File: src/rtl/sync_fifo_param.sv
// Single-clock FIFO with parameterised width and power-of-two depth.
// Provides occupancy, almost-full/empty, sticky error flags and an optional FWFT read port.
//
// Ports:
//   i_clk          rising-edge clock for all state
//   i_rst_n        asynchronous active-low reset (release synchronous to i_clk)
//   i_wr_en        write request
//   i_wr_data      write data
//   i_rd_en        read request (FWFT=1: pop the presented head word)
//   i_err_clr      synchronous clear of o_overflow / o_underflow
//   o_rd_data      read data
//   o_rd_valid     o_rd_data is valid
//   o_full         count == DEPTH
//   o_empty        count == 0
//   o_almost_full  count >= AF_LEVEL
//   o_almost_empty count <= AE_LEVEL
//   o_count        occupancy 0..DEPTH
//   o_overflow     sticky: a write was rejected
//   o_underflow    sticky: a read was rejected
module sync_fifo_param #(
    parameter int WIDTH    = 8,
    parameter int DEPTH    = 16,
    parameter int AF_LEVEL = DEPTH - 2,
    parameter int AE_LEVEL = 2,
    parameter bit FWFT     = 1'b0
) (
    input  logic                       i_clk,
    input  logic                       i_rst_n,
    input  logic                       i_wr_en,
    input  logic [WIDTH-1:0]           i_wr_data,
    input  logic                       i_rd_en,
    input  logic                       i_err_clr,
    output logic [WIDTH-1:0]           o_rd_data,
    output logic                       o_rd_valid,
    output logic                       o_full,
    output logic                       o_empty,
    output logic                       o_almost_full,
    output logic                       o_almost_empty,
    output logic [$clog2(DEPTH):0]     o_count,
    output logic                       o_overflow,
    output logic                       o_underflow
);

    localparam int AW = $clog2(DEPTH);

    // Thresholds sized to the count so the compares stay width-matched.
    localparam logic [AW:0] AF_LVL  = (AW+1)'(AF_LEVEL);
    localparam logic [AW:0] AE_LVL  = (AW+1)'(AE_LEVEL);
    localparam logic [AW:0] PTR_ONE = (AW+1)'(1);

    // Storage: not reset, contents are don't-care until written.
    logic [WIDTH-1:0] mem_q [DEPTH];

    // Pointers carry one extra wrap bit to tell full from empty.
    logic [AW:0] wr_ptr_q;
    logic [AW:0] wr_ptr_d;
    logic [AW:0] rd_ptr_q;
    logic [AW:0] rd_ptr_d;

    logic        ovf_q;
    logic        ovf_d;
    logic        unf_q;
    logic        unf_d;

    logic        empty;
    logic        full;
    logic        rd_acc;
    logic        wr_acc;
    logic [AW:0] count;
    logic [AW-1:0] wr_addr;
    logic [AW-1:0] rd_addr;

    // ------------------------------------------------------------
    // Status, derived from the registered pointers only
    // ------------------------------------------------------------
    assign wr_addr = wr_ptr_q[AW-1:0];
    assign rd_addr = rd_ptr_q[AW-1:0];

    assign count = wr_ptr_q - rd_ptr_q;
    assign empty = (wr_ptr_q == rd_ptr_q);
    assign full  = (wr_ptr_q[AW] != rd_ptr_q[AW]) &&
                   (wr_addr == rd_addr);

    assign o_count        = count;
    assign o_empty        = empty;
    assign o_full         = full;
    assign o_almost_full  = (count >= AF_LVL);
    assign o_almost_empty = (count <= AE_LVL);
    assign o_overflow     = ovf_q;
    assign o_underflow    = unf_q;

    // ------------------------------------------------------------
    // Acceptance
    // ------------------------------------------------------------
    // A write into a full FIFO is still taken when a read frees the
    // head slot in the same cycle; a read from empty is never taken,
    // even alongside a write.
    assign rd_acc = i_rd_en & ~empty;
    assign wr_acc = i_wr_en & (~full | rd_acc);

    // ------------------------------------------------------------
    // Next-state
    // ------------------------------------------------------------
    always_comb begin
        wr_ptr_d = wr_ptr_q;
        rd_ptr_d = rd_ptr_q;
        if (wr_acc) begin
            wr_ptr_d = wr_ptr_q + PTR_ONE;
        end
        if (rd_acc) begin
            rd_ptr_d = rd_ptr_q + PTR_ONE;
        end
    end

    // Set has priority over clear so no rejected access goes unseen.
    always_comb begin
        ovf_d = ovf_q & ~i_err_clr;
        unf_d = unf_q & ~i_err_clr;
        if (i_wr_en & ~wr_acc) begin
            ovf_d = 1'b1;
        end
        if (i_rd_en & ~rd_acc) begin
            unf_d = 1'b1;
        end
    end

    always_ff @(posedge i_clk or negedge i_rst_n) begin
        if (!i_rst_n) begin
            wr_ptr_q <= '0;
            rd_ptr_q <= '0;
            ovf_q    <= 1'b0;
            unf_q    <= 1'b0;
        end else begin
            wr_ptr_q <= wr_ptr_d;
            rd_ptr_q <= rd_ptr_d;
            ovf_q    <= ovf_d;
            unf_q    <= unf_d;
        end
    end

    always_ff @(posedge i_clk) begin
        if (wr_acc) begin
            mem_q[wr_addr] <= i_wr_data;
        end
    end

    // ------------------------------------------------------------
    // Read port
    // ------------------------------------------------------------
    if (FWFT) begin : g_fwft
        // Head word is always presented; i_rd_en only advances it.
        assign o_rd_data  = mem_q[rd_addr];
        assign o_rd_valid = ~empty;
    end else begin : g_reg
        logic [WIDTH-1:0] rd_data_q;
        logic [WIDTH-1:0] rd_data_d;
        logic             rd_valid_q;
        logic             rd_valid_d;

        // Data register holds its last value between reads.
        always_comb begin
            rd_data_d  = rd_data_q;
            rd_valid_d = rd_acc;
            if (rd_acc) begin
                rd_data_d = mem_q[rd_addr];
            end
        end

        always_ff @(posedge i_clk or negedge i_rst_n) begin
            if (!i_rst_n) begin
                rd_data_q  <= '0;
                rd_valid_q <= 1'b0;
            end else begin
                rd_data_q  <= rd_data_d;
                rd_valid_q <= rd_valid_d;
            end
        end

        assign o_rd_data  = rd_data_q;
        assign o_rd_valid = rd_valid_q;
    end

endmodule

File: config.mk
export PLATFORM = sky130hd
export DESIGN_NAME = sync_fifo_param
export DESIGN_NICKNAME = d
export VERILOG_FILES = /design/src/rtl/sync_fifo_param.sv
export SDC_FILE = /design/constraint.sdc
export NUM_CORES = 1
export LEC_CHECK = 0
export BUFFER_PORTS_ARGS = -buffer_cell sky130_fd_sc_hd__buf_2
export CORE_AREA = 2 2 146 148
export DETAILED_ROUTE_END_ITERATION = 7
export DIE_AREA = 0 0 148 150
export GPL_TIMING_DRIVEN = 0
export SLEW_MARGIN = 10
export SYNTH_ARGS = -nofsm -noshare
export SYNTH_HDL_FRONTEND = slang
export SYNTH_SLANG_ARGS = --single-unit
File: constraint.sdc
create_clock -name i_clk -period 6.9 [get_ports i_clk]
set_input_delay 0.345 -clock i_clk [delete_from_list [all_inputs] [get_ports i_clk]]
set_output_delay 0.345 -clock i_clk [all_outputs]
set_load 0.01 [all_outputs]
==> results of run 1 <==
-- layer usage --
layer	vias up	global-route usage, %	wire length [um]
li1	1546	-	-
met1	1708	15.7	5690
met2	97	20.2	6370
met3	16	3.63	741
met4	2	3.95	206
met5	-	0	7
-- worst max-delay path by stage --
stage | end | depth (start not counted)
finish | mem_q[3][3] | 9
global route | mem_q[3][7] | 9
CTS | mem_q[1][5] | 9
detailed placement | mem_q[1][1] | 9
global placement | mem_q[1][2] | 9
floorplan | mem_q[3][0] | 9
-- synthesized netlist by cell type (all sizes together) (9+ instances only) --
library cell / instances / share of area (%)
edfxtp: 128 / 63
mux2i: 32 / 5.3
nor2: 29 / 1.8
o22ai: 24 / 2.5
dfrtp: 21 / 8.7
buf: 16 / 1.6
a211oi: 9 / 1.1
ha: 9 / 1.9
inv: 9 / 0.56
nand2: 9 / 0.56
nor2b: 9 / 0.93
or3: 9 / 0.93
xnor2: 9 / 1.3
-- cells by family after synthesis --
| logic type | after synthesis |
|---|---|
| adders and majority gates | 10 |
| and+or+nand+nor | 74 |
| buffers and inverters | 28 |
| DFF | 149 |
| muxes | 48 |
| xor gates and xnor gates | 12 |
| AOI/OAI and AO/OA | 53 |
-- placed cells by master (no fill, tap or decap), types with 2 or more instances in the layout --
cell and n:
edfxtp_1 128, buf_2 44, mux2i_1 32, nor2_1 29, o22ai_1 24, dfrtp_1 21
clkbuf_16 17, nor2b_1 9, or3_1 9, inv_1 9, xnor2_1 9, nand2_1 9
a211oi_1 9, ha_1 9, mux2_2 8, a31oi_1 8, mux4_2 7, nand4_1 5
clkinvlp_4 4, o21ai_0 3, xor2_1 3, nand2b_1 3, nor3_2 3, o21a_1 2
a21o_1 2, clkbuf_1 2, buf_1 2, nor3_1 2, a22o_1 2, nand3b_1 2
clkinv_2 2, clkinv_1 2, clkinv_4 2, inv_8 2, bufinv_16 2
-- timing repair --
item,4_1_cts,5_1_grt
resized for setup,0,0
hold buffers,1,0
setup buffers,0,0
endpoints found under the hold margin,21,0
-- cell type report --
type | count | area (um2) | share of cell area (%)
timing repair buffer | 33 | 170 | 2.37
sequential | 149 | 4370 | 60.9
clock buffer | 17 | 425 | 5.93
buffer | 19 | 111 | 1.55
clock inverter | 15 | 156 | 2.18
multi-input combinational | 197 | 1570 | 21.8
inverter | 9 | 33.8 | 0.471
tap | 275 | 344 | 4.79
-- report_power, final --
group	total (mW)	internal, mW	switching (mW)
logic	1.10	0.451	0.650
registers	1.19	1.12	0.0751
clock network	0.893	0.534	0.359
total	3.19	2.10	1.08
-- worst max-delay path: cells and delay by family, from the launching register on --
kind	cells	cell delay (ns)
compound gates	1	0.15
fa+ha+maj	1	0.33
flops	1	0.44
buf+inv	4	0.79
simple gates	3	1.28
-- state kept, by name (all words and copies together) (netlist names) --
signal       flops
o_rd_data        8
mem_q          128
o_underflow      1
o_overflow       1
rd_ptr_q         5
o_rd_valid       1
wr_ptr_q         5
-- metrics by stage --
stage	instances	hold WS, ns	utilization [%]
after floorplan	374	0.0494	-
after global placement	681	0.329	31.8
after detailed placement	681	0.338	31.8
after CTS	714	0.171	34.6
after global routing	714	0.176	34.7
final	714	0.182	34.7
==> reports/results.ini, run 1 <==
[sta]
finalHoldViolations=0
min_period_ns=3.39
period_share_pct=49.2
tightest_slew_ns=1.14
setup_violations=0
slew_violations=0
setup_ws_ns=3.51
max_slew_margin_pct=23.2
grt_setup_unrepaired=no
fin_skew_ns=0.00378
fmax_ghz=0.295
setup_tns_ns=0

[synthesis]
yosys_most_used_dff=edfxtp_1
async_reset_ff_share_pct=14.1
synth_xor_xnor_area_share_pct=1.73
synth_seq_area_share_pct=72.0
synth_top_family_by_area=multiplexers
synth_warnings=0
synth_edf_count=128
synthAdderAreaFrac_pct=2.19
synth_mux_area_share_pct=9.80
synth_cell_types=38
synthSimpleGateAreaFrac_pct=6.02
synth_compound_area_share_pct=5.84
synth_area_um2=6070
ys_ff_latch=149
syn_nets=397
syn_inst=374
syn_avg_cell_area_um2=16.2

[finish]
drive_above_1_share_pct=21.9
syn_to_final_growth_pct=18.3
finalNetCount=449
final_cell_area_um2=7180
fillers=1986
diodes=0

[grt]
grt_pass1_vias=3399
grt_max_degree=22
antenna_found_initial=1
grt_pass1_wl_mm=19.9
track_usage_pct=12.3
grt_overflow_total=0

[worst_hold_path]
hold_path_class=in -> reg
min_from=i_wr_en
hold_depth=2
min_to=o_overflow

[routing]
wl_per_cell_um=18.2
drc=0
finalWirelength_mm=13.0
drt_iter0_drc=299
drtAntennaViolNets=0
first_pass_iters=4
vias=3369
via_per_inst=4.72

[cts]
cts_buffers=17
htreeDepth=4
clockBufferDepth=2
cts.clk_slew.worst_paths_ns=0.06
tritoncts=yes
cts-root-buf=clkbuf_16
cts_sinks=149
clk_latency_ns=0.41

[floorplanning]
num_rows=53
die_h_um=150
initial_core_util_pct=29.3
die_area_um2=22200
dieWidth_um=148
core_area_um2=20700
top_level_ports=33

[setup_path]
crit_arrival_ns=3.42
rr_endpoint=mem_q[3][3]
cp-start-kind=flip-flop
regToRegStartpoint=rd_ptr_q[2]
required_ns=6.93
r2r_slack_ns=3.51
cp_slowest_cell=nor3_1
max_stage_delay_ns=0.91
worstSetupStartpoint=rd_ptr_q[2]
crit_type=reg -> reg
cp_cell_sequence=buf_2, buf_2, inv_1, ha_1, nand4_1, o31a_1, buf_2, nand2_1, nor3_1
worstPathMaxFanout=10
end_kind=flip-flop
worstRegToRegCells=9
crit_top_cell=buf_2

[place]
place_ws_ns=3.30
portBuffers=32
hpwl_mm=8.74
place_congestion=0.799
placed_area_um2=6570

[power]
p_leak_nw=2.53
ir_worst_vdd_v=0.000205
power_mw=3.19
power_density_nw_per_um2=444

[run]
maxCapViolCount=0

[outcome]
status=finished clean

(Power assumes the default switching activity.)
==> run 2, diff against run 1 <==
==> constraint.sdc (replaced) <==
create_clock -name i_clk -period 3 [get_ports i_clk]
set_input_delay 0.15 -clock i_clk [delete_from_list [all_inputs] [get_ports i_clk]]
set_output_delay 0.15 -clock i_clk [all_outputs]
set_load 0.01 [all_outputs]
==> run 2 against run 1 <==
Compared with the run above: critical path depth is 1 higher; global-route usage is 0.094 points higher; power is 140% higher; die area stayed put; highest routed layer unchanged.
==> reports/results.ini, run 2 (synthesized netlist as in run 1, its figures left out) <==
[setup_path]
required_ns=3.14  ; was 6.93 ns
crit_type=reg -> reg  ; unchanged
end_kind=flip-flop  ; unchanged
cp_top_family=buffers and inverters  ; was simple AND/OR/NAND/NOR gates
worstPathMaxFanout=10  ; unchanged
crit_arrival_ns=3.00  ; was 3.42 ns
crit_top_cell=buf_2  ; unchanged
crit_buf_inv=5  ; was 4
max_stage_delay_ns=0.45  ; was 0.91 ns
cp_slowest_cell=dfrtp_1  ; was nor3_1
cp-start-kind=flip-flop  ; unchanged
cp_cell_sequence=buf_2, clkbuf_4, inv_1, ha_1, nand4_1, o31a_1, buf_2, nand2_2, nor3_4, buf_12  ; was buf_2, buf_2, inv_1, ha_1, nand4_1, o31a_1, buf_2, nand2_1, nor3_1

[floorplanning]
die_h_um=150  ; unchanged
dieWidth_um=148  ; unchanged
initial_core_util_pct=29.3  ; unchanged
top_level_ports=33  ; unchanged
die_area_um2=22200  ; unchanged
num_rows=53  ; unchanged
core_area_um2=20700  ; unchanged

[place]
portBuffers=32  ; unchanged
placed_area_um2=6570  ; unchanged
hpwl_mm=8.74  ; unchanged
place_ws_ns=-0.602  ; was 3.30 ns
place_congestion=0.799  ; unchanged
dp_cells=681  ; unchanged

[sta]
min_period_ns=2.87  ; was 3.39 ns
grt_setup_unrepaired=yes  ; was no
fmax_ghz=0.349  ; was 0.295 GHz
max_slew_margin_pct=42.5  ; was 23.2%
slew_violations=0  ; unchanged
setup_tns_ns=0  ; unchanged
finalHoldViolations=0  ; unchanged
tightest_slew_ns=0.862  ; was 1.14 ns
setup_ws_ns=0.133  ; was 3.51 ns
period_share_pct=95.6  ; was 49.2%
hold_slack_ns=0.0480  ; was 0.182 ns
setup_violations=0  ; unchanged
fin_skew_ns=0.00811  ; was 0.00378 ns

[finish]
drive_above_1_share_pct=26.5  ; was 21.9%
final_core_util_pct=35.8  ; was 34.7%
final_cell_area_um2=7400  ; was 7180 um2
final_cell_mix=128 x edfxtp_1, 43 x buf_2, 32 x mux2i_1  ; was 128 x edfxtp_1, 44 x buf_2, 32 x mux2i_1
finalNetCount=455  ; was 449
syn_to_final_growth_pct=22.1  ; was 18.3%
layout_commonest_cell=edfxtp_1  ; unchanged
largest_register_ffs=128  ; unchanged
diodes=0  ; unchanged
finalNonFillerCells=720  ; was 714
fillers=1949  ; was 1,986
top_register=mem_q  ; unchanged

[routing]
wl_per_cell_um=18.3  ; was 18.2 um
first_pass_iters=4  ; unchanged
drtAntennaViolNets=0  ; unchanged
drt_iter0_drc=290  ; was 299
via_per_inst=4.72  ; about the same
vias=3397  ; was 3,369
drc=0  ; unchanged
finalWirelength_mm=13.2  ; was 13.0 mm

[grt]
grt_overflow_total=0  ; unchanged
grt_pass1_wl_mm=20.1  ; was 19.9 mm
grt_max_degree=22  ; unchanged
antenna_found_initial=1  ; unchanged
grt_pass1_vias=3425  ; was 3,399
track_usage_pct=12.4  ; was 12.3%

[power]
ir_worst_vdd_v=0.000472  ; was 0.000205 V
power_mw=7.50  ; was 3.19 mW
power_density_nw_per_um2=1010  ; was 444 nW/um2
p_leak_nw=2.58  ; was 2.53 nW

[cts]
cts-root-buf=clkbuf_16  ; unchanged
tritoncts=yes  ; unchanged
htreeDepth=4  ; unchanged
cts_sinks=149  ; unchanged
clockBufferDepth=2  ; unchanged
clk_latency_ns=0.42  ; was 0.41 ns
cts_buffers=17  ; unchanged
cts.clk_slew.worst_paths_ns=0.06  ; about the same

[worst_hold_path]
hold_path_class=in -> reg  ; unchanged

[run]
maxCapViolCount=0  ; unchanged

[outcome]
status=finished clean  ; unchanged

run 2: cell count changes in the layout (fill, tap and decap cells not counted), sizes merged:
cell / before / now
buf: 48 / 51
dlygate4sd3: 1 / 3
clkbuf: 20 / 21
run 2: where the power goes:
part           leakage, nW  internal (mW)  switching, mW  total [mW]
logic                0.905           1.09           1.60        2.70
clock network        0.274           1.23          0.831        2.06
registers             1.40           2.57          0.174        2.74
total                 2.58           4.89           2.61        7.50
run 2: area by class of cell:
class	count	area, um2	share of cell area, %
Clock buffer	17	425	5.75
Tap cell	275	344	4.65
Buffer	19	114	1.54
Multi-Input combinational cell	197	1690	22.8
Clock inverter	15	156	2.11
Timing Repair Buffer	39	270	3.65
Inverter	9	33.8	0.456
Sequential cell	149	4370	59.0
run 2: path summary, 6_finish.rpt:
check | startpoint | endpoint | slack (ns) | cells past startpoint
worst max-delay path | rd_ptr_q[2] | mem_q[0][0] | 0.13 | 10
worst min-delay path | i_err_clr | o_underflow | 0.05 | 3
worst max register to register | rd_ptr_q[2] | mem_q[0][0] | 0.13 | 10
worst min register to register | o_underflow | o_underflow | 0.50 | 1
max in group asynchronous | i_rst_n | rd_ptr_q[1] | 2.42 | 2
min in group asynchronous | i_rst_n | wr_ptr_q[1] | 0.23 | 2
run 2: layer usage:
metal | routed length [um] | track usage [%] | share of wire [%]
met2 | 6490 | 20.2 | 49
met5 | 13 | 0 | 0.099
met3 | 833 | 3.75 | 6.3
met1 | 5630 | 15.8 | 43
met4 | 194 | 4.05 | 1.5
run 2: tightest hold or removal path, stage by stage:
cell    delay (ns)
buf_2         0.09
inv_1         0.06
a22o_1        0.13
run 2: timing repair:
item | 4_1_cts | 5_1_grt
gates resized for setup | 23 | 14
hold buffers | 3 | 0
endpoints found under the hold margin | 23 | 0
endpoints found under the setup margin | 120 | 130
pin swaps | 2 | 2
setup buffers | 2 | 2
==> run 3, diff against run 2 <==
--- a/config.mk
+++ b/config.mk
@@ -10,6 +10,7 @@
 export DETAILED_ROUTE_END_ITERATION = 7
 export DIE_AREA = 0 0 148 150
 export GPL_TIMING_DRIVEN = 0
+export SETUP_SLACK_MARGIN = 0.2
 export SLEW_MARGIN = 10
 export SYNTH_ARGS = -nofsm -noshare
 export SYNTH_HDL_FRONTEND = slang
==> run 3 against run 2 <==
Compared with the run above: utilization rose by 0.21 points; wire length fell by 0.30%; global-route usage barely moved; combinational power rose by 2%; largest power group is now combinational cells; clock power barely moved; clock skew fell by 0.0015 ns; largest cell class unchanged; critical path type is now reg -> out; setup slack improved by 0.20 ns; hold slack barely moved; maximum frequency rose by 7.5%.
==> reports/results.ini, run 3 (synthesized netlist as in run 1, its figures left out) <==
[place]
place_congestion=0.799  ; unchanged
hpwl_mm=8.74  ; unchanged
placed_area_um2=6570  ; unchanged
portBuffers=32  ; unchanged

[finish]
syn_to_final_growth_pct=22.8  ; was 22.1%
layout_commonest_cell=edfxtp_1  ; unchanged
drive_above_1_share_pct=27.7  ; was 26.5%
final_cell_mix=128 x edfxtp_1, 40 x buf_2, 32 x mux2i_1  ; was 128 x edfxtp_1, 43 x buf_2, 32 x mux2i_1
largest_register_ffs=128  ; unchanged
final_cell_area_um2=7450  ; was 7400 um2
final_core_util_pct=36.0  ; was 35.8%
finalNetCount=458  ; was 455
fillers=1945  ; was 1,949
diodes=0  ; unchanged
top_register=mem_q  ; unchanged

[sta]
grt_setup_unrepaired=no  ; was yes
slew_violations=0  ; unchanged
setup_violations=0  ; unchanged
period_share_pct=88.9  ; was 95.6%
tightest_slew_ns=0.846  ; was 0.862 ns
hold_slack_ns=0.0481  ; was 0.0480 ns
max_slew_margin_pct=43.6  ; was 42.5%
fin_skew_ns=0.00658  ; was 0.00811 ns
min_period_ns=2.67  ; was 2.87 ns
finalHoldViolations=0  ; unchanged
fmax_ghz=0.375  ; was 0.349 GHz

[grt]
track_usage_pct=12.4  ; about the same
grt_max_degree=22  ; unchanged
grt_pass1_wl_mm=20.2  ; was 20.1 mm
grt_overflow_total=0  ; unchanged
grt_pass1_vias=3454  ; was 3,425
antenna_found_initial=1  ; unchanged

[routing]
drtAntennaViolNets=0  ; unchanged
first_pass_iters=6  ; was 4
finalWirelength_mm=13.1  ; was 13.2 mm
drt_iter0_drc=317  ; was 290
wl_per_cell_um=18.1  ; was 18.3 um
drc=0  ; unchanged
vias=3427  ; was 3,397
via_per_inst=4.74  ; was 4.72

[cts]
cts.clk_slew.worst_paths_ns=0.06  ; about the same
cts-root-buf=clkbuf_16  ; unchanged
tritoncts=yes  ; unchanged
cts_buffers=17  ; unchanged
htreeDepth=4  ; unchanged
clk_latency_ns=0.42  ; about the same
cts_sinks=149  ; unchanged
clockBufferDepth=2  ; unchanged

[power]
power_density_nw_per_um2=1010  ; about the same
ir_worst_vdd_v=0.000467  ; was 0.000472 V
p_leak_nw=2.63  ; was 2.58 nW
power_mw=7.55  ; was 7.50 mW

[worst_hold_path]
min_to=o_underflow  ; unchanged
hold_path_class=in -> reg  ; unchanged
hold_depth=3  ; unchanged
min_from=i_err_clr  ; unchanged

[setup_path]
required_ns=2.85  ; was 3.14 ns
cp_cell_sequence=buf_4, inv_1, ha_1, nor2b_1, o21a_1, or3_1, a211oi_1, buf_2  ; was buf_2, clkbuf_4, inv_1, ha_1, nand4_1, o31a_1, buf_2, nand2_2, nor3_4, buf_12
max_stage_delay_ns=0.44  ; was 0.45 ns
crit_type=reg -> out  ; was reg -> reg
worstPathMaxFanout=10  ; unchanged
cp-start-kind=flip-flop  ; unchanged
worstRegToRegCells=10  ; unchanged
end_kind=primary output  ; was flip-flop
crit_arrival_ns=2.52  ; was 3.00 ns
r2r_slack_ns=0.39  ; was 0.13 ns
cp_slowest_cell=dfrtp_2  ; was dfrtp_1
regToRegStartpoint=rd_ptr_q[2]  ; unchanged
rr_endpoint=mem_q[0][4]  ; was mem_q[0][0]

[floorplanning]
top_level_ports=33  ; unchanged
dieWidth_um=148  ; unchanged
num_rows=53  ; unchanged
core_area_um2=20700  ; unchanged
initial_core_util_pct=29.3  ; unchanged
die_area_um2=22200  ; unchanged
die_h_um=150  ; unchanged

[run]
maxCapViolCount=0  ; unchanged

[outcome]
status=finished clean  ; unchanged

## run 3: what timing repair did
item	in CTS	in global routing
gates resized for setup	38	11
buffers inserted	5	2
hold endpoints to repair	23	0
hold buffers	3	0
pin swaps	4	0
endpoints found under the setup margin	131	130
## run 3: worst max-delay path by stage
| stage | from | endpoint |
|---|---|---|
| floorplan | rd_ptr_q[2] | mem_q[3][0] |
| global placement | rd_ptr_q[2] | mem_q[1][2] |
| detailed placement | rd_ptr_q[2] | mem_q[1][1] |
| CTS | rd_ptr_q[2] | mem_q[0][4] |
| global route | wr_ptr_q[0] | o_almost_empty |
| finish | rd_ptr_q[1] | o_almost_empty |
## run 3: metal layers
layer | up-vias | part of all wire [%] | track usage [%]
met4 | 2 | 1.4 | 4.24
met5 | - | 0.053 | 0
met3 | 17 | 6.2 | 3.63
li1 | 1571 | - | -
met1 | 1720 | 43 | 15.8
met2 | 117 | 49 | 20.3
## run 3: where the power goes
group / leakage, nW / internal, mW / total (mW) / switching, mW
registers: 1.40 / 2.57 / 2.73 / 0.163
logic: 0.949 / 1.13 / 2.76 / 1.62
clock network: 0.274 / 1.23 / 2.06 / 0.830
## run 3: cell type report
class,count,area (um2),share of cell area (%)
flip-flops and latches,149,4370,58.7
clock inverters,15,156,2.10
repair buffers,42,280,3.76
well taps,275,344,4.62
multi-input cells,197,1710,23.0
inverters,9,33.8,0.454
clock buffers,17,425,5.71
plain buffers,19,126,1.70
## run 3: metrics by stage
step                std cells  setup WS [ns]  setup TNS [ns]
finish                    723          0.334               0
global route              723          0.224               0
CTS                       721          0.204               0
detailed placement        681         -0.602          -27.26
global placement          681         -0.514          -20.01
floorplan                 374          0.363               0
## run 3: critical path, delay by kind of cell, from the launching register on
kind                       cells  cell delay, ns
buffers and inverters          3            0.51
adders and majority gates      1            0.26
DFF                            1            0.44
and+or+nand+nor                2            0.49
AOI/OAI and AO/OA              2            0.42
